==> config.mk <==
export PLATFORM = sky130hd
export DESIGN_NAME = acc32_ctrl
export DESIGN_NICKNAME = d
export VERILOG_FILES = /design/src/rtl/acc32_ctrl.sv
export SDC_FILE = /design/constraint.sdc
export NUM_CORES = 1
export LEC_CHECK = 0
export BUFFER_PORTS_ARGS = -buffer_cell sky130_fd_sc_hd__buf_4
export CORE_MARGIN = 2
export CORE_UTILIZATION = 56
export CTS_BUF_LIST = sky130_fd_sc_hd__clkbuf_8 sky130_fd_sc_hd__clkbuf_16
export DETAILED_ROUTE_END_ITERATION = 12
export GPL_ROUTABILITY_DRIVEN = 0
export GPL_TIMING_DRIVEN = 0
export MAX_ROUTING_LAYER = met4
export PLACE_DENSITY_LB_ADDON = 0.2
export SLEW_MARGIN = 10
export SYNTH_ARGS = -nofsm -noshare
export SYNTH_HDL_FRONTEND = slang
export SYNTH_SLANG_ARGS = --single-unit
==> constraint.sdc <==
create_clock -name clk -period 14.5 [get_ports clk]
set_clock_uncertainty 0.15 [all_clocks]
set_input_delay 0.725 -clock clk [delete_from_list [all_inputs] [get_ports clk]]
set_output_delay 0.725 -clock clk [all_outputs]
set_load 0.01 [all_outputs]
==> src/rtl/acc32_ctrl.sv <==
// acc32_ctrl: handshake-driven 32-bit accumulator around a ripple-carry adder (rca32).
// ADD/SUB hold the adder operands for SETTLE_CYC cycles before the sum is committed.

module rca32 (
    output logic [31:0] s,
    output logic        co,
    input  logic [31:0] a,
    input  logic [31:0] b,
    input  logic        ci
);
    logic w_c;

    // Carry is rippled procedurally so the chain stays a single combinational cone.
    always_comb begin
        s   = '0;
        w_c = ci;
        for (int i = 0; i < 32; i++) begin
            s[i] = a[i] ^ b[i] ^ w_c;
            w_c  = (a[i] & b[i]) | (w_c & (a[i] ^ b[i]));
        end
        co = w_c;
    end
endmodule

module acc32_ctrl #(
    parameter int SETTLE_CYC = 2
) (
    input  logic        clk,
    input  logic        rst,
    input  logic        in_valid,
    output logic        in_ready,
    input  logic [1:0]  op,
    input  logic [31:0] d,
    output logic [31:0] acc,
    output logic        co,
    output logic        ovf,
    output logic        done
);
    if (SETTLE_CYC < 1 || SETTLE_CYC > 15) begin : g_bad_settle
        $error("acc32_ctrl: SETTLE_CYC must be in 1..15");
    end

    localparam logic [1:0] OP_LOAD  = 2'b00;
    localparam logic [1:0] OP_ADD   = 2'b01;
    localparam logic [1:0] OP_SUB   = 2'b10;
    localparam logic [1:0] OP_CLEAR = 2'b11;
    localparam logic [3:0] CNT_INIT = 4'(SETTLE_CYC - 1);

    typedef enum logic [1:0] {S_IDLE, S_EXEC, S_WB} state_t;

    state_t      r_state, w_next;
    logic [1:0]  r_op;
    logic [31:0] r_d;
    logic [3:0]  r_cnt;
    logic [31:0] r_acc;
    logic        r_co, r_ovf;

    logic        w_accept, w_sub, w_rca_co, w_ovf;
    logic [31:0] w_b, w_s;

    assign w_accept = in_valid && in_ready;
    assign w_sub    = (r_op == OP_SUB);
    assign w_b      = w_sub ? ~r_d : r_d;
    assign w_ovf    = (r_acc[31] == w_b[31]) && (w_s[31] != r_acc[31]);

    // Operands come only from registers, so they are stable through EXEC and WB.
    rca32 u_rca (
        .s  (w_s),
        .co (w_rca_co),
        .a  (r_acc),
        .b  (w_b),
        .ci (w_sub)
    );

    always_ff @(posedge clk) begin
        if (rst) r_state <= S_IDLE;
        else     r_state <= w_next;
    end

    always_comb begin
        w_next   = r_state;
        in_ready = 1'b0;
        done     = 1'b0;
        case (r_state)
            S_IDLE: begin
                in_ready = 1'b1;
                if (in_valid)
                    w_next = (op == OP_ADD || op == OP_SUB) ? S_EXEC : S_WB;
            end
            S_EXEC: if (r_cnt == 4'd0) w_next = S_WB;
            S_WB: begin
                done   = 1'b1;
                w_next = S_IDLE;
            end
            default: w_next = S_IDLE;
        endcase
    end

    always_ff @(posedge clk) begin
        if (rst) begin
            r_op  <= OP_LOAD;
            r_d   <= '0;
            r_cnt <= '0;
            r_acc <= '0;
            r_co  <= 1'b0;
            r_ovf <= 1'b0;
        end else begin
            if (w_accept) begin
                r_op  <= op;
                r_d   <= d;
                r_cnt <= CNT_INIT;
            end else if (r_state == S_EXEC && r_cnt != 4'd0) begin
                r_cnt <= r_cnt - 4'd1;
            end

            if (r_state == S_WB) begin
                case (r_op)
                    OP_LOAD: r_acc <= r_d;
                    OP_CLEAR: begin
                        r_acc <= '0;
                        r_co  <= 1'b0;
                        r_ovf <= 1'b0;
                    end
                    default: begin
                        r_acc <= w_s;
                        r_co  <= w_rca_co;
                        r_ovf <= w_ovf;
                    end
                endcase
            end
        end
    end

    assign acc = r_acc;
    assign co  = r_co;
    assign ovf = r_ovf;
endmodule

==> flow_metrics.tcl <==
set metrics [dict create \
    relSlewSlack_pct 58.22 \
    start_util_pct 57.22 \
    syn_inst 456 \
    routedWlPerCell_um 15.05 \
    clock-sinks 74 \
    rsz0062_at_grt "false" \
    place_worst_setup_slack_ns 0.5129 \
    grt_overflow 0 \
    die_h_um 89.40 \
    ys_types 34 \
    netlist_area_um2 4084 \
    n_antenna_cell 0 \
    clock_latency_ns 0.35 \
    grt_pass1_vias 3382 \
    grt_pass1_wl_mm 16.12 \
    htreeDepth 3 \
    firstDrtPassIters 5 \
    placed_cell_area_um2 4741 \
    required_ns 14.56 \
    worst_pin_slew_ns 0.6267 \
    cts_hold_buf 0 \
    cellPowerDensity_nw_per_um2 103.5 \
    grt_start_max_net_pins 12 \
    end_kind "flop" \
    synth_top_area_share_pct 36.27 \
    setup_ws_ns 0.6062 \
    syn_avg_cell_area_um2 8.956 \
    clockBufferDepth 2 \
    synth_warnings 0 \
    core_area_um2 7137 \
    area_growth_pct 20.31 \
    clockRootBuffer "clkbuf_8" \
    post_cts_resized 0 \
    slowest_delay_ns 0.54 \
    grt.total_usage_pct 27.41 \
    drcViolationCount 0 \
    total_power_mw 0.5084 \
    final_area_um2 4913 \
    critPathArrivalTime_ns 13.95 \
    worstPathMaxFanout 10 \
    fin_nets 610 \
    cp_top_family "adder cells" \
    vias_per_cell 5.395 \
    crit_buf_inv 9 \
    min_period_ns 13.89 \
    drt-initial-drc-count 272 \
    die_x_um 89.40 \
    critPathSlowestCell "fa_1" \
    routed-via-count 3458 \
    ys_seq_area_share_pct 36.27 \
    synth_top_cells_by_area "dfxtp_1 (36%), fa_1 (15%), a221oi_1 (6.6%)" \
    dieArea_um2 7991 \
    syn_nets 529 \
    fill_cells 616 \
    placed_cells 626 \
    status "completed" \
    utilization_pct 68.85 \
    numCtsBuffers 9 \
    synth.largest_area_cell "dfxtp_1" \
    antenna_found_initial 0 \
    drv_cap 0 \
    path_clk_slew_ns 0.07 \
    fin_tns_setup_ns 0 \
    max_clock_freq_mhz 71.97 \
    post-cts-setup-buffer-count 0 \
    worst-setup-path-type "reg2reg" \
    setup_violations 0 \
    whs_ns 0.3314 \
    layout_commonest_cell "dfxtp_1" \
    io_buffer_count 71 \
    hold_viol 0 \
    crit_top_cell "fa_1" \
    maxSlewViolCount 0 \
    layout_common_cells "dfxtp_1 (74), inv_1 (71), buf_4 (71)" \
    drive_gt1_share_pct 19.93 \
    rows 31 \
    p_leak_nw 2.018 \
    crit_path_start_kind "flop" \
    fin_crit_sh_pct 95.82 \
    ant_nets 0 \
    final_cells 641 \
    hp-class "reg2reg" \
    ys_ff_latch 74 \
    cts_tree "yes" \
    drt-total-wl_mm 9.648 \
    dp_hpwl_mm 7.101 \
    pin_count 73 \
    ir_worst_vdd_uv 62.99 \
]
synthesized netlist by cell type:
cell type / n
or4_1: 1
ha_1: 5
xor2_1: 5
buf_2: 18
a31oi_1: 1
nor2b_1: 3
xnor2_1: 28
and3_1: 1
fa_1: 31
inv_1: 68
nand2b_1: 3
o21ai_0: 4
a21oi_1: 40
nor3b_2: 1
nand3_1: 1
dfxtp_1: 74
or2_2: 1
a22oi_1: 1
or3b_2: 1
o2111ai_1: 1
clkbuf_1: 16
mux2i_1: 1
nand2_1: 69
nor3_1: 5
or3b_1: 1
a221oi_1: 31
a21bo_2: 2
a311oi_1: 1
a211oi_1: 28
nor2_1: 8
nand4b_1: 3
o2bb2a_1: 1
buf_6: 1
nor3b_1: 1
area by class of cell:
| cell class | count | area, µm² | share of cell area, % |
|---|---|---|---|
| Clock buffer | 10 | 137.6 | 2.801 |
| Timing Repair Buffer | 71 | 533.0 | 10.85 |
| Inverter | 68 | 255.2 | 5.195 |
| Sequential cell | 74 | 1481 | 30.15 |
| Buffer | 34 | 170.2 | 3.463 |
| Tap cell | 99 | 123.9 | 2.521 |
| Clock inverter | 6 | 26.28 | 0.5348 |
| Multi-Input combinational cell | 279 | 2186 | 44.49 |
worst min-delay path: cells and delay by family, from the launching register on:
kind / cells / cell delay (ns)
AOI/OAI and AO/OA: 1 / 0.05
DFF: 1 / 0.33
and+or+nand+nor: 1 / 0.06
state kept, by name, summed over array words and instances (netlist names):
register and cells:
acc 32, r_d 32, r_cnt 4, r_op 2
r_state 2, co 1, ovf 1
kinds of logic (layout without fill, tap and decap cells):
family | after synthesis | in the layout | synth area share, %
buffers and inverters | 103 | 189 | 10.20
AND/OR/NAND/NOR | 99 | 99 | 10.78
XOR/XNOR | 33 | 33 | 7.077
adder cells (fa/ha/maj) | 36 | 36 | 16.73
multiplexers | 1 | 1 | 0.2451
AO/OA/AOI/OAI | 110 | 110 | 18.69
flip-flops | 74 | 74 | 36.27
layer usage:
metal / vias up / global-route usage, % / wire length, µm
met1: 1665 / 36.24 / 4325
li1: 1671 / - / -
met5: - / - / 0
met2: 108 / 42.90 / 4690
met3: 14 / 5.910 / 531
met4: 0 / 7.327 / 100
path summary, 6_finish.rpt:
path	to	cells past startpoint	slack (ns)	start
worst max register to register	acc[31]$_SDFFE_PP0P_	44	0.61	r_op[0]$_SDFFE_PP0P_
worst min register to register	r_d[28]$_SDFFE_PP0P_	2	0.33	r_d[28]$_SDFFE_PP0P_
worst max-delay path	acc[31]$_SDFFE_PP0P_	44	0.61	r_op[0]$_SDFFE_PP0P_
worst min-delay path	r_d[28]$_SDFFE_PP0P_	2	0.33	r_d[28]$_SDFFE_PP0P_
power breakdown:
part / internal [mW] / switching (mW) / total [mW]
combinational: 0.0584 / 0.0797 / 0.138
clock: 0.0641 / 0.0748 / 0.139
sequential: 0.219 / 0.0127 / 0.231
total: 0.341 / 0.167 / 0.508
No activity file was read; power rests on OpenSTA's default activity.
